<file path="src/rtl/vga_capture.sv">
// vga_capture: receive side of the VGA path. Registers the incoming 3-bit RGB stream
// and its active-low syncs on the pixel clock, measures line and frame lengths against
// the expected timing and, once two consecutive clean frames have been seen, writes a
// 256x240 subsampled frame into a 64K x 3 frame buffer. The write address uses the
// same {y[8:1], x[7:0]} layout the display side reads, so a captured frame replays as is.
//
// Ports
//   clk          pixel clock, all logic on the rising edge
//   reset_n      asynchronous active-low reset
//   h_sync       horizontal sync, active low
//   v_sync       vertical sync, active low
//   rgb[2:0]     pixel data
//   wr_en        frame-buffer write strobe, one cycle per written pixel
//   wr_addr[15:0] write address {y[8:1], x[7:0]}
//   wr_data[2:0] captured pixel
//   locked       timing verified, capture active
//   frame_start  one-cycle pulse per captured frame
//   sync_err     one-cycle pulse when lock is lost

module vga_capture #(
  parameter int unsigned H_TOTAL  = 800,
  parameter int unsigned H_SYNC   = 96,
  parameter int unsigned H_BACK   = 48,
  parameter int unsigned V_TOTAL  = 525,
  parameter int unsigned V_SYNC   = 2,
  parameter int unsigned V_BACK   = 33,
  parameter int unsigned V_ACTIVE = 480
) (
  input  logic        clk,
  input  logic        reset_n,
  input  logic        h_sync,
  input  logic        v_sync,
  input  logic [2:0]  rgb,
  output logic        wr_en,
  output logic [15:0] wr_addr,
  output logic [2:0]  wr_data,
  output logic        locked,
  output logic        frame_start,
  output logic        sync_err
);

  localparam logic [9:0]  HTot   = 10'(H_TOTAL);
  localparam logic [10:0] HTotW  = 11'(H_TOTAL);
  localparam logic [9:0]  VTot   = 10'(V_TOTAL);
  localparam logic [10:0] VTotW  = 11'(V_TOTAL);
  localparam logic [9:0]  XOff   = 10'(H_SYNC + H_BACK);
  localparam logic [9:0]  YOff   = 10'(V_SYNC + V_BACK);
  localparam logic [9:0]  YAct   = 10'(V_ACTIVE);
  localparam logic [9:0]  CntMax = 10'd1023;

  typedef enum logic [1:0] {
    StSearch,
    StMeasure,
    StLocked
  } state_e;

  // Input stage and previous-value registers for edge detection
  logic       h_sync_r, v_sync_r;
  logic       h_sync_p, v_sync_p;
  logic [2:0] rgb_r;

  // Position counters
  logic [9:0] h_cnt_q, h_cnt_d;
  logic [9:0] v_cnt_q, v_cnt_d;

  // Control state
  state_e state_q;
  logic   hseen_q;

  // Decoded per-cycle conditions
  logic       hfall, vfall;
  logic       line_bad, frame_bad;
  logic [9:0] x, y;
  logic       in_window;

  // Sync registers reset low so the first post-reset sample can only look like a
  // rising edge, never a spurious falling one.
  always_ff @(posedge clk or negedge reset_n) begin
    if (!reset_n) begin
      h_sync_r <= 1'b0;
      v_sync_r <= 1'b0;
      h_sync_p <= 1'b0;
      v_sync_p <= 1'b0;
      rgb_r    <= 3'd0;
    end else begin
      h_sync_r <= h_sync;
      v_sync_r <= v_sync;
      h_sync_p <= h_sync_r;
      v_sync_p <= v_sync_r;
      rgb_r    <= rgb;
    end
  end

  always_comb begin
    hfall = h_sync_p & ~h_sync_r;
    vfall = v_sync_p & ~v_sync_r;
  end

  // h_cnt reads 0 the cycle after hfall, so a correct line shows h_cnt == H_TOTAL-1
  // on the next hfall. Both counters saturate so a dead input cannot wrap into a
  // plausible count.
  always_comb begin
    h_cnt_d = h_cnt_q;
    if (hfall) begin
      h_cnt_d = 10'd0;
    end else if (h_cnt_q != CntMax) begin
      h_cnt_d = h_cnt_q + 10'd1;
    end

    v_cnt_d = v_cnt_q;
    if (vfall) begin
      v_cnt_d = 10'd0;
    end else if (hfall && (v_cnt_q != CntMax)) begin
      v_cnt_d = v_cnt_q + 10'd1;
    end
  end

  always_ff @(posedge clk or negedge reset_n) begin
    if (!reset_n) begin
      h_cnt_q <= 10'd0;
      v_cnt_q <= 10'd0;
    end else begin
      h_cnt_q <= h_cnt_d;
      v_cnt_q <= v_cnt_d;
    end
  end

  // Length checks are done in 11 bits so a saturated counter plus one cannot alias.
  always_comb begin
    line_bad  = (hfall && hseen_q && (({1'b0, h_cnt_q} + 11'd1) != HTotW)) ||
                (h_cnt_q == HTot);
    frame_bad = (vfall && (({1'b0, v_cnt_q} + 11'd1) != VTotW)) ||
                (v_cnt_q == VTot);
  end

  // Unsigned wrap puts blanking positions far above the active limits.
  always_comb begin
    x         = h_cnt_q - XOff;
    y         = v_cnt_q - YOff;
    in_window = (x < 10'd256) && (y < YAct) && !y[0];
  end

  always_ff @(posedge clk or negedge reset_n) begin
    if (!reset_n) begin
      state_q     <= StSearch;
      hseen_q     <= 1'b0;
      wr_en       <= 1'b0;
      wr_addr     <= 16'd0;
      wr_data     <= 3'd0;
      locked      <= 1'b0;
      frame_start <= 1'b0;
      sync_err    <= 1'b0;
    end else begin
      wr_en       <= 1'b0;
      frame_start <= 1'b0;
      sync_err    <= 1'b0;

      if (hfall) begin
        hseen_q <= 1'b1;
      end

      case (state_q)
        StSearch: begin
          if (vfall && hseen_q) begin
            state_q <= StMeasure;
          end
        end

        StMeasure: begin
          if (line_bad) begin
            state_q <= StSearch;
            hseen_q <= 1'b0;
          end else if (vfall && !frame_bad) begin
            state_q     <= StLocked;
            locked      <= 1'b1;
            frame_start <= 1'b1;
          end
          // vfall with a bad frame length: stay here, the counters have already
          // restarted the measurement.
        end

        StLocked: begin
          if (line_bad || frame_bad) begin
            state_q  <= StSearch;
            hseen_q  <= 1'b0;
            locked   <= 1'b0;
            sync_err <= 1'b1;
          end else begin
            if (vfall) begin
              frame_start <= 1'b1;
            end
            if (in_window) begin
              wr_en   <= 1'b1;
              wr_addr <= {y[8:1], x[7:0]};
              wr_data <= rgb_r;
            end
          end
        end

        default: begin
          state_q <= StSearch;
          hseen_q <= 1'b0;
          locked  <= 1'b0;
        end
      endcase
    end
  end

endmodule

</file>
<file path="config.mk">
export PLATFORM = sky130hd
export DESIGN_NAME = vga_capture
export DESIGN_NICKNAME = d
export VERILOG_FILES = /design/src/rtl/vga_capture.sv
export SDC_FILE = /design/constraint.sdc
export NUM_CORES = 1
export LEC_CHECK = 0
export ABC_AREA = 1
export ABC_CLOCK_PERIOD_IN_PS = 4300
export CORE_MARGIN = 5
export CORE_UTILIZATION = 46
export CTS_CLUSTER_SIZE = 28
export DETAILED_ROUTE_END_ITERATION = 10
export PLACE_DENSITY_LB_ADDON = 0.05
export SYNTH_ARGS = -nofsm -noshare
export SYNTH_HDL_FRONTEND = slang
export SYNTH_SLANG_ARGS = --single-unit
</file>
<file path="constraint.sdc">
create_clock -name clk -period 4.3 [get_ports clk]
set_input_delay 0.43 -clock clk [delete_from_list [all_inputs] [get_ports clk]]
set_output_delay 0.43 -clock clk [all_outputs]
set_load 0.02 [all_outputs]
</file>
[After elaboration in Yosys (flattened, before gate mapping)]
Index checks and enable logic that the tools add are counted.
Cells by class
  $add $sub $neg: 6
  $mul: 0
  divide/modulo/power cells: 0
  magnitude comparators: 2
  equality and inequality tests: 13
  shifts and indexed selects: 0
  mux-type cells: 27
  bitwise logic cells: 6
  reduce and logical (&&, ||, !) cells: 19
Operators with widths (number)
  10-bit 2-to-1 mux: 4
  10-bit by 1-bit adder with 11-bit output, second input constant: 2
  11-bit by 10-bit inequality test with 1-bit output, second input constant: 2
  10-bit by 1-bit adder with 10-bit output, second input constant: 2
  10-bit equality test, second input constant: 2
  10-bit by 9-bit less-than comparator with 1-bit output, second input constant: 2
  10-bit inequality test, second input constant: 2
  1-bit 2-to-1 mux: 15
  10-bit by 6-bit subtractor with 10-bit output, second input constant: 1
  10-bit by 8-bit subtractor with 10-bit output, second input constant: 1
  1-bit logical AND: 8
  2-bit 2-to-1 mux: 4
  2-bit inequality test, second input constant: 4
  1-bit one-hot mux with 3 select lines: 2
  2-bit one-hot mux with 3 select lines: 1
  3-bit AND reduction: 2
  1-bit inverter: 4
  4-bit AND reduction: 1
  2-bit nonzero test: 2
  1-bit logical OR: 3
  3-bit inequality test, second input constant: 1
  1-bit AND: 2
  2-bit by 1-bit equality test with 1-bit output, second input constant: 1
  2-bit equality test, second input constant: 1
  other kinds (3): 4
Word-level totals
  register bits after elaboration: 53
  latch bits: 0
  RAM bits: 0
  ROM bits: 0
  input bits: 7
  output and inout bits: 23
  word-level logic and storage cells: 88
  memories: 0

[Logic depth before layout (Yosys ltp)]
  word-level depth: 9
  gate-level depth with buffers: 16

[Least setup slack after synthesis]
No wires, ideal clock.
  kind: flip-flop to flip-flop
  from: reg v_cnt_q[0]
  to: reg wr_addr[13]
  setup time: 117 ps
  data arrival time: 1984 ps
  setup slack: 2199 ps
  cell stages (with the launch flop): 14
  path buffers: 2
  clock period less this slack: 2101 ps
  cells stage by stage: dfrtp_1 > ha_1 > inv_1 > nand3_2 > o21ai_0 > nand2_1 > xor2_1 > nand3_1 > nor2_1 > nor2_1 > buf_4 > buf_4 > nand3_1 > nand2_1
Between the ends
  word-level cells in the longest chain between the ends: 7
  elaborated cells between the ends (all ways): 13
  those cells by class: add/sub (2); order compare (1); eq/ne (2); bitwise (1); reduce/logical (7)
Ends and longest elaborated chain
  start: declaration: RTL line 64  | logic [9:0] v_cnt_q, v_cnt_d;
  start signal: assignment: RTL line 124  | v_cnt_q <= v_cnt_d;
  branches (longest 7 deep; another with 10-bit by 6-bit subtractor with 10-bit output)
  end signal: assignment: RTL line 194  | wr_addr <= {y[8:1], x[7:0]};
  end: declaration: RTL line 35  | output logic [15:0] wr_addr,
Parallel ways; which one is timed is not known.
A chain may end at the register's enable or synchronous reset.

[Worst setup path after layout]
  from: reg h_cnt_q[0]
  to: reg wr_addr[2]
Between the ends
  word-level cells in the longest chain between the ends: 7
  elaborated cells between the ends (all ways): 12
  those cells by class: add/sub (2); order compare (1); eq/ne (2); bitwise (1); reduce/logical (6)
Ends and longest elaborated chain
  start: declaration: RTL line 63  | logic [9:0] h_cnt_q, h_cnt_d;
  start signal: assignment: RTL line 123  | h_cnt_q <= h_cnt_d;
  branches (longest 7 deep; another with 10-bit by 8-bit subtractor with 10-bit output)
Parallel ways; which one is timed is not known.

==> impl_metrics.py <==
metrics = {
    "run_status": {
        "status": "finished clean",
    },
    "route": {
        "met1Wirelength_um": 3060,
        "dr.pass1.iters": 4,
        "drt_wl_total_um": 6360,
        "vias_per_cell": 5.07,
        "vias": 2462,
        "detail-route-antenna-nets": 0,
        "routed-wl-met2_um": 3000,
        "drc": 0,
        "dr.max_layer_used": "met4",
        "wl_met3_um": 227,
        "drt_iter0_drc": 96,
        "wl_per_cell_um": 13.1,
    },
    "power_and_ir_drop": {
        "power_density_nw_per_um2": 339,
        "peakVddDrop_v": 0.000255,
        "power.leakage_nw": 1.70,
        "total_power_mw": 1.17,
    },
    "min_path": {
        "hold_class": "input pin to async pin",
    },
    "clock_network": {
        "clock-sinks": 53,
        "ctsResizeCount": 0,
        "cts_buffers": 5,
        "cts.clk_slew.worst_paths_ns": 0.11,
        "cts_root_buf": "clkbuf_8",
        "cts_tree": "yes",
        "cts_max_level": 2,
        "clock_latency_ns": 0.32,
        "cts_hold_buf": 0,
        "clock_path_buffers": 2,
        "cts_setup_buffers": 0,
    },
    "cells_and_area": {
        "drive_above_1_share": 0.0733,
        "syn_to_final_growth_pct": 13.3,
        "fin_nets": 427,
        "diodes": 0,
        "finalInstanceArea_um2": 3430,
    },
    "critical_path": {
        "cp_max_fo": 20,
        "path_class": "register to register",
        "cp_common_cell": "nand2_1",
        "slowest_delay_ns": 0.54,
        "critPathCaptureType": "register",
        "critPathLaunchType": "register",
        "worst-r2r-cell-count": 14,
        "arrival_ns": 3.15,
        "cp.depth": 14,
        "worst_path_max_delay_cell": "dfrtp_1",
        "path_buf_inv": 1,
        "crit_chain": "ha_1 > nand2_1 > nor2_4 > nand2_1 > nand2_1 > nand3_1 > nor2_1 > nand3_2 > a21oi_4 > nand3_4 > clkinv_2 > nand2_1 > nand2_1 > nand2_1",
        "crit_required_ns": 4.51,
        "critical-path-top-delay-family": "simple AND/OR/NAND/NOR gates",
    },
    "placed_design": {
        "port-buffer-count": 29,
        "gp_congestion": 0.887,
        "place_area_um2": 3340,
        "place_hpwl_um": 4730,
    },
    "synthesis": {
        "ys_ff_latch": 53,
        "yosysMostFrequentCell": "nand2_1",
        "async_flop_share": 1.00,
        "synth-compound-area-share": 0.0826,
        "synthXorXnorAreaFrac": 0.0260,
        "syn-num-nets": 401,
        "ys_types": 33,
        "ys_warn_count": 0,
        "synth_mux_area_frac": 0,
        "synth_top_area_share": 0.438,
        "ys_top_cells_by_count": "nand2_1, dfrtp_1, inv_1, nand3_1, o21ai_0",
        "synth_top_family_by_area": "simple AND/OR/NAND/NOR gates",
        "yosys.area_share.simple": 0.315,
        "synth_area_leaders": "dfrtp_1, nand2_1, nand3_1",
        "synth_edf_count": 0,
        "ys_seq_area_frac": 0.438,
        "synthAdderAreaFrac": 0.0495,
        "ys.flop_type": "dfrtp_1",
        "syn-cell-area_um2": 3030,
        "syn_area_per_cell_um2": 7.93,
        "netlist_instances": 382,
        "yosysTopAreaCell": "dfrtp_1",
    },
    "floorplanning": {
        "rows": 29,
        "io_pins": 30,
        "dieArea_um2": 8310,
        "core_um2": 6390,
        "die_x_um": 91.2,
        "start_util": 0.475,
        "die-height_um": 91.2,
    },
    "sta": {
        "fin_crit_sh": 0.684,
        "rsz0062_at_grt": "false",
        "skew_ns": 0.0105,
        "period_minus_slack_ns": 2.94,
        "hold_violations": 0,
        "worstMarginPinSlew_ns": 0.657,
        "setup_viol": 0,
        "max_freq_ghz": 0.340,
        "finalMaxSlewViolations": 0,
        "setup_tns_ns": 0,
        "slew_headroom": 0.562,
        "whs_ns": 0.228,
    },
    "global_routing": {
        "grt_max_degree": 54,
        "grt_pass1_wl_um": 11100,
        "grt_overflow": 0,
        "antenna_found_initial": 0,
        "grt_pass1_vias": 2351,
        "grt_usage": 0.159,
    },
    "run": {
        "max_cap_viol_count": 0,
    },
}
## routing by layer
layer | up-vias | global-route usage
met2 | 31 | 0.261
met3 | 6 | 0.0298
met4 | 0 | 0.0452
li1 | 1283 | -
met1 | 1142 | 0.214
met5 | - | 0
## kinds of logic after synthesis
kind of cell	after synthesis
fa+ha+maj	12
simple gates	207
buf+inv	59
flops	53
compound gates	42
xor+xnor	9
## cell type report
class | count | area [µm²]
clock inverter | 3 | 25.0
sequential | 53 | 1330
fill | 633 | 2950
inverter | 46 | 174
multi-input combinational | 270 | 1440
tap | 77 | 96.3
clock buffer | 5 | 68.8
timing repair buffer | 32 | 308
## cells in the final DEF (no fill, tap or decap), drive strengths merged
cell / n
xor2: 9
dfrtp: 53
clkdlybuf4s50: 28
clkbuf: 5
o21bai: 1
inv: 46
o22ai: 6
nand4: 12
o31ai: 1
ha: 12
nor3: 1
nand3b: 3
nor2: 27
a31oi: 2
nand3: 46
nand2: 115
a21oi: 10
clkinv: 2
a21boi: 1
or4: 1
buf: 4
clkinvlp: 1
o21ai: 21
nor4: 2
## path summary, 6_finish.rpt
kind                             from           to  slack, ns
max                        h_cnt_q[0]   wr_addr[2]       1.36
min                           reset_n  wr_addr[11]       0.23
max reg2reg                h_cnt_q[0]   wr_addr[2]       1.36
min reg2reg                  v_sync_r     v_sync_p       0.39
max in group asynchronous     reset_n   wr_addr[0]       3.65
min in group clk             v_sync_r     v_sync_p       0.39
## per-stage QoR
| step | cells | worst slack [ns] | utilization |
|---|---|---|---|
| after floorplan | 382 | 2.20 | - |
| after global placement | 478 | 1.37 | 0.523 |
| after detailed placement | 478 | 1.33 | 0.523 |
| after CTS | 486 | 1.31 | 0.538 |
| after global routing | 486 | 1.06 | 0.538 |
| final | 486 | 1.36 | 0.538 |
## power by group
part,total (mW),internal (mW),switching (mW)
Combinational,0.269,0.101,0.168
Clock,0.298,0.118,0.180
Sequential,0.598,0.537,0.0608
## registers in the layout (all words and copies together) (netlist names), 2 cells and up
signal,cells
h_cnt_q,10
rgb_r,3
state_q,2
v_cnt_q,10
wr_addr,16
wr_data,3
No activity file was read; power rests on OpenSTA's default activity.
==> variant, RTL diff (same flow settings) <==
Compare `h_cnt_q` against `HTot` with >= in place of ==.
--- a/src/rtl/vga_capture.sv
+++ b/src/rtl/vga_capture.sv
@@ -128,7 +128,7 @@
   // Length checks are done in 11 bits so a saturated counter plus one cannot alias.
   always_comb begin
     line_bad  = (hfall && hseen_q && (({1'b0, h_cnt_q} + 11'd1) != HTotW)) ||
-                (h_cnt_q == HTot);
+                (h_cnt_q >= HTot);
     frame_bad = (vfall && (({1'b0, v_cnt_q} + 11'd1) != VTotW)) ||
                 (v_cnt_q == VTot);
   end
Check against the original RTL: no difference found for any inputs over 10 cycles, from zero or initial values and one cycle with reset_n low; that may be too few to reach the edited logic, so the function may still have changed.
==> variant against the original RTL <==
Global-route usage increased by 0.19 points. Total power increased by 1.8%. Final area decreased by 0.47%. Setup slack improved by 0.17 ns. Wire length decreased by 2.2%. Die area decreased by 2.1%. Combinational power decreased by 7%. Sequential cell count unchanged. First-iteration DRC count increased by 110%. Area after synthesis decreased by 2.3%.
==> variant: results (changes against the original RTL) <==
<table>
<tr><th>Metric</th><th>Value</th></tr>
<tr><th colspan="2">Worst setup path</th></tr>
<tr><td>CP endpoint</td><td>wr_addr[8] (was wr_addr[2])</td></tr>
<tr><td>CP arrival</td><td>2.96 ns (was 3.15 ns)</td></tr>
<tr><td>Worst R2R Start</td><td>h_cnt_q[1] (was h_cnt_q[0])</td></tr>
<tr><td>Destination of the worst register-to-register timing path</td><td>wr_addr[8] (was wr_addr[2])</td></tr>
<tr><th colspan="2">Drt</th></tr>
<tr><td>M1 WL</td><td>3130 um (was 3060 um)</td></tr>
<tr><td>Detailed-routed wire length on met3</td><td>279 um (was 227 um)</td></tr>
<tr><td>Wire per inst</td><td>12.7 um (was 13.1 um)</td></tr>
<tr><td>Met2 wire length</td><td>2770 um (was 3000 um)</td></tr>
<tr><th colspan="2">Final layout</th></tr>
<tr><td>Total of clock buffers placed in the layout</td><td>6 (was 5)</td></tr>
<tr><td>Register fraction of the total cell area</td><td>0.388 (was 0.386)</td></tr>
<tr><td>Final-stage net count</td><td>430 (was 427)</td></tr>
<tr><td>Fraction of layout instances using a drive strength above 1</td><td>0.0631 (was 0.0733)</td></tr>
<tr><td>Number of multi-input combinational cells</td><td>277 (was 270)</td></tr>
<tr><td>Fillers</td><td>636 (was 633)</td></tr>
<tr><td>Finished Cell Area</td><td>3420 um^2 (was 3430 um^2)</td></tr>
<tr><th colspan="2">Synth</th></tr>
<tr><td>List of most frequent post-synthesis cells</td><td>sky130_fd_sc_hd__nand2_1, sky130_fd_sc_hd__dfrtp_1, sky130_fd_sc_hd__nand3_1 (was sky130_fd_sc_hd__nand2_1, sky130_fd_sc_hd__dfrtp_1, sky130_fd_sc_hd__inv_1)</td></tr>
<tr><td>Main area contributors after synthesis</td><td>sky130_fd_sc_hd__dfrtp_1, sky130_fd_sc_hd__nand2_1, sky130_fd_sc_hd__nand3_1 (unchanged)</td></tr>
<tr><td>Net count of the mapped netlist</td><td>402 (was 401)</td></tr>
<tr><th colspan="2">GRT</th></tr>
<tr><td>Global-route total usage across every layer</td><td>0.161 (was 0.159)</td></tr>
<tr><td>Met3 Usage GRT</td><td>0.0250 (was 0.0298)</td></tr>
<tr><td>Vias in the first global route</td><td>2390 (was 2351)</td></tr>
<tr><td>Met1 Track Usage GR</td><td>0.231 (was 0.214)</td></tr>
<tr><th colspan="2">Clocking</th></tr>
<tr><td>Reg clk slew, reported paths</td><td>0.09 ns (was 0.11 ns)</td></tr>
<tr><th colspan="2">Run status</th></tr>
<tr><td>Status</td><td>finished clean (unchanged)</td></tr>
<tr><th colspan="2">Place</th></tr>
<tr><td>Post-detailed-placement half-perimeter wirelength</td><td>4690 um (was 4730 um)</td></tr>
</table>
-- variant: changes by cell type after synthesis, sizes merged, moves of 2 or more --
cell   before  now
inv        45   41
nor3        1    4
o21ai      21   19
nand3      46   44
nor4        2    0
nand2     115  123
xor2        9    7
nand4      12    9
nor2       27   32
-- variant: cells by family after synthesis --
| logic type | Yosys count |
|---|---|
| AOI/OAI and AO/OA | 40 |
| xor gates and xnor gates | 8 |
| adders and majority gates | 12 |
| buffers and inverters | 53 |
| DFF | 53 |
| and+or+nand+nor | 217 |
-- variant: report_power, final --
part           internal, mW  switching (mW)  total, mW
sequential            0.537          0.0485      0.586
combinational        0.0924           0.158      0.251
clock                 0.189           0.160      0.349
-- variant: worst min path at each step --
stage / start / to / slack [ns] / depth (start not counted)
after global routing: reset_n / rgb_r[1] / 0.30 / 2
after floorplan: reset_n / frame_start / 0.13 / 0
after detailed placement: h_sync_r / h_sync_p / 0.37 / 0
after CTS: reset_n / rgb_r[1] / 0.26 / 2
final: reset_n / rgb_r[1] / 0.25 / 2
after global placement: v_sync_r / v_sync_p / 0.37 / 0
-- variant: worst max-delay path: stages (launching register included) --
cell,delay [ns]
sky130_fd_sc_hd__dfrtp_1,0.47
sky130_fd_sc_hd__ha_1,0.26
sky130_fd_sc_hd__nand2_1,0.12
sky130_fd_sc_hd__nor2_1,0.12
sky130_fd_sc_hd__nand2_1,0.05
sky130_fd_sc_hd__nand2_1,0.09
sky130_fd_sc_hd__nand3_1,0.08
sky130_fd_sc_hd__nor2_2,0.10
sky130_fd_sc_hd__nand3_2,0.10
sky130_fd_sc_hd__a21oi_4,0.19
sky130_fd_sc_hd__nand3_4,0.14
sky130_fd_sc_hd__inv_2,0.27
sky130_fd_sc_hd__nand2_1,0.43
sky130_fd_sc_hd__nand2_1,0.18
sky130_fd_sc_hd__nand2_1,0.06
